--- src/rtl/mem_access_ctrl.sv ---
// MEM-stage load/store engine: serialises a 1/2/4-byte access over a byte-wide sync RAM.
// Latency: load N+2 stall cycles, store N+1, then one DONE cycle with registered result.
// Backpressure: stallreq_o holds the pipeline for the whole access; non-memory ops pass through.
module mem_access_ctrl #(
    parameter int ADDR_W = 17
) (
    input  logic              clk,
    input  logic              rst,
    input  logic              req_i,
    input  logic              we_i,
    input  logic [1:0]        size_i,
    input  logic              unsigned_i,
    input  logic [31:0]       addr_i,
    input  logic [31:0]       sdata_i,
    input  logic [31:0]       alu_wdata_i,
    input  logic [4:0]        wd_i,
    input  logic              wreg_i,
    output logic [31:0]       wdata_o,
    output logic [4:0]        wd_o,
    output logic              wreg_o,
    output logic              stallreq_o,
    output logic [ADDR_W-1:0] mem_a_o,
    output logic [7:0]        mem_dout_o,
    output logic              mem_wr_o,
    input  logic [7:0]        mem_din_i
);

    typedef enum logic [2:0] {IDLE, RD, RLAST, WR, DONE} state_t;

    state_t            state;
    logic [1:0]        cnt;
    logic [1:0]        last_q;     // index of the final byte (N-1)
    logic              we_q;
    logic              uns_q;
    logic [ADDR_W-1:0] base_q;
    logic [31:0]       sdata_q;
    logic [4:0]        wd_q;
    logic              wreg_q;
    logic [31:0]       buf_q;      // load bytes gathered so far
    logic [31:0]       result_q;

    logic [1:0]        req_last;
    logic [1:0]        cnt_inc;
    logic [1:0]        cnt_dec;
    logic [ADDR_W-1:0] a_next;
    logic [31:0]       ld_word;

    // Address bits above the RAM size are deliberately dropped.
    logic unused_addr_hi;
    assign unused_addr_hi = ^addr_i[31:ADDR_W];

    assign req_last = (size_i == 2'd0) ? 2'd0 : (size_i == 2'd1) ? 2'd1 : 2'd3;
    assign cnt_inc  = cnt + 2'd1;
    assign cnt_dec  = cnt - 2'd1;
    assign a_next   = base_q + {{(ADDR_W-2){1'b0}}, cnt_inc};

    function automatic logic [31:0] extend(input logic [31:0] w,
                                           input logic [1:0]  last,
                                           input logic        uns);
        case (last)
            2'd0:    extend = {{24{~uns & w[7]}},  w[7:0]};
            2'd1:    extend = {{16{~uns & w[15]}}, w[15:0]};
            default: extend = w;
        endcase
    endfunction

    // Final load word: gathered bytes plus the last byte arriving from the RAM now.
    always_comb begin
        ld_word = buf_q;
        case (last_q)
            2'd0:    ld_word[7:0]   = mem_din_i;
            2'd1:    ld_word[15:8]  = mem_din_i;
            default: ld_word[31:24] = mem_din_i;
        endcase
    end

    // Transaction FSM; RAM port signals are registered one cycle ahead of their state.
    always_ff @(posedge clk) begin
        if (!rst) begin
            state      <= IDLE;
            cnt        <= 2'd0;
            last_q     <= 2'd0;
            we_q       <= 1'b0;
            uns_q      <= 1'b0;
            base_q     <= '0;
            sdata_q    <= 32'd0;
            wd_q       <= 5'd0;
            wreg_q     <= 1'b0;
            buf_q      <= 32'd0;
            result_q   <= 32'd0;
            mem_a_o    <= '0;
            mem_dout_o <= 8'd0;
            mem_wr_o   <= 1'b0;
        end else begin
            case (state)
                IDLE: begin
                    if (req_i) begin
                        cnt     <= 2'd0;
                        last_q  <= req_last;
                        we_q    <= we_i;
                        uns_q   <= unsigned_i;
                        base_q  <= addr_i[ADDR_W-1:0];
                        sdata_q <= sdata_i;
                        wd_q    <= wd_i;
                        wreg_q  <= wreg_i;
                        buf_q   <= 32'd0;
                        mem_a_o <= addr_i[ADDR_W-1:0];
                        if (we_i) begin
                            state      <= WR;
                            mem_dout_o <= sdata_i[7:0];
                            mem_wr_o   <= 1'b1;
                        end else begin
                            state    <= RD;
                            mem_wr_o <= 1'b0;
                        end
                    end
                end
                RD: begin
                    if (cnt != 2'd0)
                        buf_q[{cnt_dec, 3'b000} +: 8] <= mem_din_i;
                    if (cnt == last_q) begin
                        state <= RLAST;
                    end else begin
                        cnt     <= cnt_inc;
                        mem_a_o <= a_next;
                    end
                end
                RLAST: begin
                    result_q <= extend(ld_word, last_q, uns_q);
                    state    <= DONE;
                end
                WR: begin
                    if (cnt == last_q) begin
                        mem_wr_o <= 1'b0;
                        result_q <= 32'd0;
                        state    <= DONE;
                    end else begin
                        cnt        <= cnt_inc;
                        mem_a_o    <= a_next;
                        mem_dout_o <= sdata_q[{cnt_inc, 3'b000} +: 8];
                    end
                end
                DONE: begin
                    state <= IDLE;
                end
                default: begin
                    state    <= IDLE;
                    mem_wr_o <= 1'b0;
                end
            endcase
        end
    end

    // Writeback/stall outputs: pass-through in IDLE, latched values otherwise.
    always_comb begin
        stallreq_o = 1'b0;
        wdata_o    = result_q;
        wd_o       = wd_q;
        wreg_o     = 1'b0;
        case (state)
            IDLE: begin
                stallreq_o = req_i;
                wdata_o    = alu_wdata_i;
                wd_o       = wd_i;
                wreg_o     = wreg_i;
            end
            RD, RLAST, WR: stallreq_o = 1'b1;
            DONE:          wreg_o     = wreg_q & ~we_q;
            default:       stallreq_o = 1'b0;
        endcase
    end

endmodule

--- config.mk ---
export PLATFORM = sky130hd
export DESIGN_NAME = mem_access_ctrl
export DESIGN_NICKNAME = d
export VERILOG_FILES = /design/src/rtl/mem_access_ctrl.sv
export SDC_FILE = /design/constraint.sdc
export NUM_CORES = 1
export LEC_CHECK = 0
export CAP_MARGIN = 10
export CORE_UTILIZATION = 49
export DETAILED_ROUTE_END_ITERATION = 8
export PLACE_DENSITY = 0.84
export REMOVE_ABC_BUFFERS = 1
export SYNTH_ARGS = -nofsm -noshare
export SYNTH_HDL_FRONTEND = slang
export SYNTH_SLANG_ARGS = --single-unit
--- constraint.sdc ---
create_clock -name clk -period 3.6 [get_ports clk]
set_clock_uncertainty 0.2 [all_clocks]
set_input_delay 0.54 -clock clk [delete_from_list [all_inputs] [get_ports clk]]
set_output_delay 0.54 -clock clk [all_outputs]
set_load 0.1 [all_outputs]
==> results_dict.tcl, run 1 <==
set metrics [dict create \
    die-area_um2 14600 \
    detailedRoute.firstPassIterationCount 5 \
    max_slew.worst_pin.slew_ns 1.00 \
    power.share.clock 0.345 \
    yosysWarnings 0 \
    globalRoute.totalOverflow 0 \
    die_h_um 121 \
    crit_path_start "state[2]$_SDFFE_PN0P_" \
    synthesis.area_per_instance_um2 8.49 \
    htreeDepth 4 \
    p_per_area_nw_per_um2 584 \
    worstSetupPathType "reg -> out" \
    yosysUniqueCellTypes 63 \
    end_kind "output pin" \
    post_drt_wl_per_cell_um 15.4 \
    io_pins 182 \
    n_antenna_cell 0 \
    floorplan.rows 43 \
    post-cts-setup-buffer-count 0 \
    holdCritStartpoint "result_q[26]$_SDFFE_PN0P_" \
    peakVddDrop_mv 0.384 \
    p_seq_frac 0.338 \
    drive_above_1_share 0.159 \
    ys_async_sr_fraction 0 \
    clkSinkCount 146 \
    slew_violations 0 \
    min_period_ns 3.20 \
    power_frac_comb 0.317 \
    core_area_um2 13800 \
    power.static_leakage_uw 0.00336 \
    cell_taking_the_most_area_after_synthesis "sky130_fd_sc_hd__dfxtp_1" \
    clkSlewWorstSetupHoldPaths_ns 0.06 \
    min_path_type "reg -> reg" \
    route.antenna.remaining_nets 0 \
    fmax_mhz 313 \
    grt_first_pass_wirelength_um 28900 \
    synth_common_cells "170 x sky130_fd_sc_hd__nand2_1, 146 x sky130_fd_sc_hd__dfxtp_1, 113 x sky130_fd_sc_hd__a21oi_1, 41 x sky130_fd_sc_hd__nor2_1, 40 x sky130_fd_sc_hd__mux2_2" \
    die_width_um 121 \
    grt_antenna_before_repair 0 \
    cts_repair_resize_count 0 \
    timing.critical_path.arrival_ns 2.46 \
    synth_enable_flop_cells 0 \
    postSynthRegisterBits 146 \
    synth.top_cells.by_area "sky130_fd_sc_hd__dfxtp_1 42%, sky130_fd_sc_hd__nand2_1 9.2%, sky130_fd_sc_hd__a21oi_1 8.2%" \
    cts_tree "done" \
    finalPower_uw 5380 \
    setup_viol 0 \
    drc 0 \
    cts_made_buffers 17 \
    cts_buffer_depth 2 \
    port_buffers 166 \
    switchingPower_uw 1960 \
    synth.cell_area_um2 6920 \
    critical_path.max_fanout 34 \
    globalRouteTotalUtil 0.248 \
    outcome "finished clean" \
    worstSetupStartpointType "flop" \
    route.final.wire_length_um 17700 \
    most_frequently_used_flop_master_after_synthesis "sky130_fd_sc_hd__dfxtp_1" \
    clockRootBuffer "sky130_fd_sc_hd__clkbuf_16" \
    synth_most_common_cell "sky130_fd_sc_hd__nand2_1" \
    reg2reg_from "cnt[1]$_SDFFE_PN0P_" \
    max_cap_viol_count 0 \
    post_synth_inst_count 815 \
    area.growth.synth_to_final_pct 33.2 \
    synth_top_area_frac 0.422 \
    place_hpwl_um 11800 \
    cp_data_required_time_ns 2.86 \
    grt_pass1_vias 6139 \
    reg2reg_setup_slack_ns 0.89 \
    cellInternalPower_uw 3420 \
    worst_slew_margin_rel 0.329 \
    drt-vias-per-instance 5.71 \
    final_min_period_over_clock_period 0.888 \
    maximum_number_of_pins_on_one_net_before_global_route_repair 54 \
    unrepaired_setup_endpoints_after_global_routing "no" \
    share_of_total_power_consumed_by_net_switching 0.365 \
    timing.hold.ws_ns 0.249 \
    synth_sequential_area_ratio 0.422 \
    insertion_delay_ns 0.43 \
    routabilityCongestion 0.838 \
    routed-via-count 6548 \
    final-hold-violation-count 0 \
    detail_route.iter0.violations 525 \
    hold_buffers 0 \
    floorplan.initialDensity 0.500 \
    design.final.nets 1079 \
]
-- kinds of logic after synthesis --
| kind of cell | after synthesis | synth area share |
|---|---|---|
| AO/OA/AOI/OAI | 229 | 0.208 |
| XOR/XNOR | 9 | 0.0114 |
| adder cells (fa/ha/maj) | 8 | 0.0156 |
| buffers and inverters | 75 | 0.0459 |
| flip-flops | 146 | 0.422 |
| multiplexers | 57 | 0.104 |
| AND/OR/NAND/NOR | 291 | 0.192 |
-- per-layer routing --
layer  part of all wire  global-route usage  vias up
met5                  0                   0        -
met4              0.019              0.0972        0
met3              0.072              0.0646       37
met2               0.48               0.408      250
met1               0.43               0.309     3079
li1                   -                   -     3182
-- power by group through the flow --
stage | sequential [uW] | clock (uW) | combinational, uW
floorplan | 2080 | 0 | 1000
global placement | 1850 | 0 | 1690
CTS | 1820 | 1870 | 1710
detailed placement | 1850 | 0 | 1700
finish | 1820 | 1850 | 1710
global route | 1830 | 1950 | 1790
-- worst max-delay path, stage by stage, from the launching register on --
cell,delay (ns)
sky130_fd_sc_hd__dfxtp_1,0.47
sky130_fd_sc_hd__nor3_2,0.64
sky130_fd_sc_hd__buf_12,0.29
sky130_fd_sc_hd__mux2_2,0.37
sky130_fd_sc_hd__buf_4,0.23
-- registers in the layout, indices dropped and copies added (netlist names) --
name / count
we_q: 1
wd_q: 5
buf_q: 24
state: 3
mem_wr_o: 1
wreg_q: 1
mem_dout_o: 8
last_q: 2
result_q: 32
mem_a_o: 17
sdata_q: 32
base_q: 17
uns_q: 1
cnt: 2
-- placed cells by master, fill, tap and decap left out, types with 11 or more instances in the layout --
cell	Yosys	layout
sky130_fd_sc_hd__a21oi_1	113	113
sky130_fd_sc_hd__a22oi_1	20	20
sky130_fd_sc_hd__buf_4	0	56
sky130_fd_sc_hd__clkbuf_16	0	17
sky130_fd_sc_hd__clkdlybuf4s50_1	0	127
sky130_fd_sc_hd__dfxtp_1	146	146
sky130_fd_sc_hd__mux2_2	40	40
sky130_fd_sc_hd__nand2_1	170	169
sky130_fd_sc_hd__nand3_1	17	17
sky130_fd_sc_hd__nand4_1	12	12
sky130_fd_sc_hd__nor2_1	41	41
sky130_fd_sc_hd__o21ai_0	29	29
sky130_fd_sc_hd__o31ai_1	11	11
-- layout make-up --
type | count | area, um^2
clock buffers | 20 | 457
clock inverters | 11 | 160
fillers | 1128 | 4620
inverters | 11 | 43.8
multi-input cells | 594 | 3690
flip-flops and latches | 146 | 2920
well taps | 180 | 225
repair buffers | 184 | 1710
-- through the flow --
step | instance area [um^2] | TNS, ns | instances | worst slack (ns) | util
finish | 9210 | 0 | 1146 | 0.403 | 0.666
global route | 9210 | 0 | 1146 | 0.285 | 0.666
CTS | 9210 | 0 | 1146 | 0.380 | 0.666
detailed placement | 8590 | 0 | 1115 | 0.758 | 0.622
global placement | 8590 | 0 | 1115 | 0.782 | 0.622
floorplan | 6640 | -207.24 | 751 | -2.47 | -
-- final timing paths --
path | cells past startpoint | end
max reg2reg | 7 | mem_a_o[15]$_SDFFE_PN0P_
min reg2reg | 2 | result_q[26]$_SDFFE_PN0P_
max | 4 | wd_o[0]
min | 2 | result_q[26]$_SDFFE_PN0P_
Power figures use the tool's default switching activity.
==> run 2, diff against run 1 <==
--- a/config.mk
+++ b/config.mk
@@ -5,7 +5,6 @@
 export SDC_FILE = /design/constraint.sdc
 export NUM_CORES = 1
 export LEC_CHECK = 0
-export CAP_MARGIN = 10
 export CORE_UTILIZATION = 49
 export DETAILED_ROUTE_END_ITERATION = 8
 export PLACE_DENSITY = 0.84
==> results of run 2 <==
No change in the layout: final DEF, timing and power equal those of run 1.
==> run 3, diff against run 2 <==
--- a/config.mk
+++ b/config.mk
@@ -9,6 +9,7 @@
 export DETAILED_ROUTE_END_ITERATION = 8
 export PLACE_DENSITY = 0.84
 export REMOVE_ABC_BUFFERS = 1
+export SLEW_MARGIN = 20
 export SYNTH_ARGS = -nofsm -noshare
 export SYNTH_HDL_FRONTEND = slang
 export SYNTH_SLANG_ARGS = --single-unit
==> results of run 3 <==
No change in the layout: final DEF, timing and power equal those of run 1.
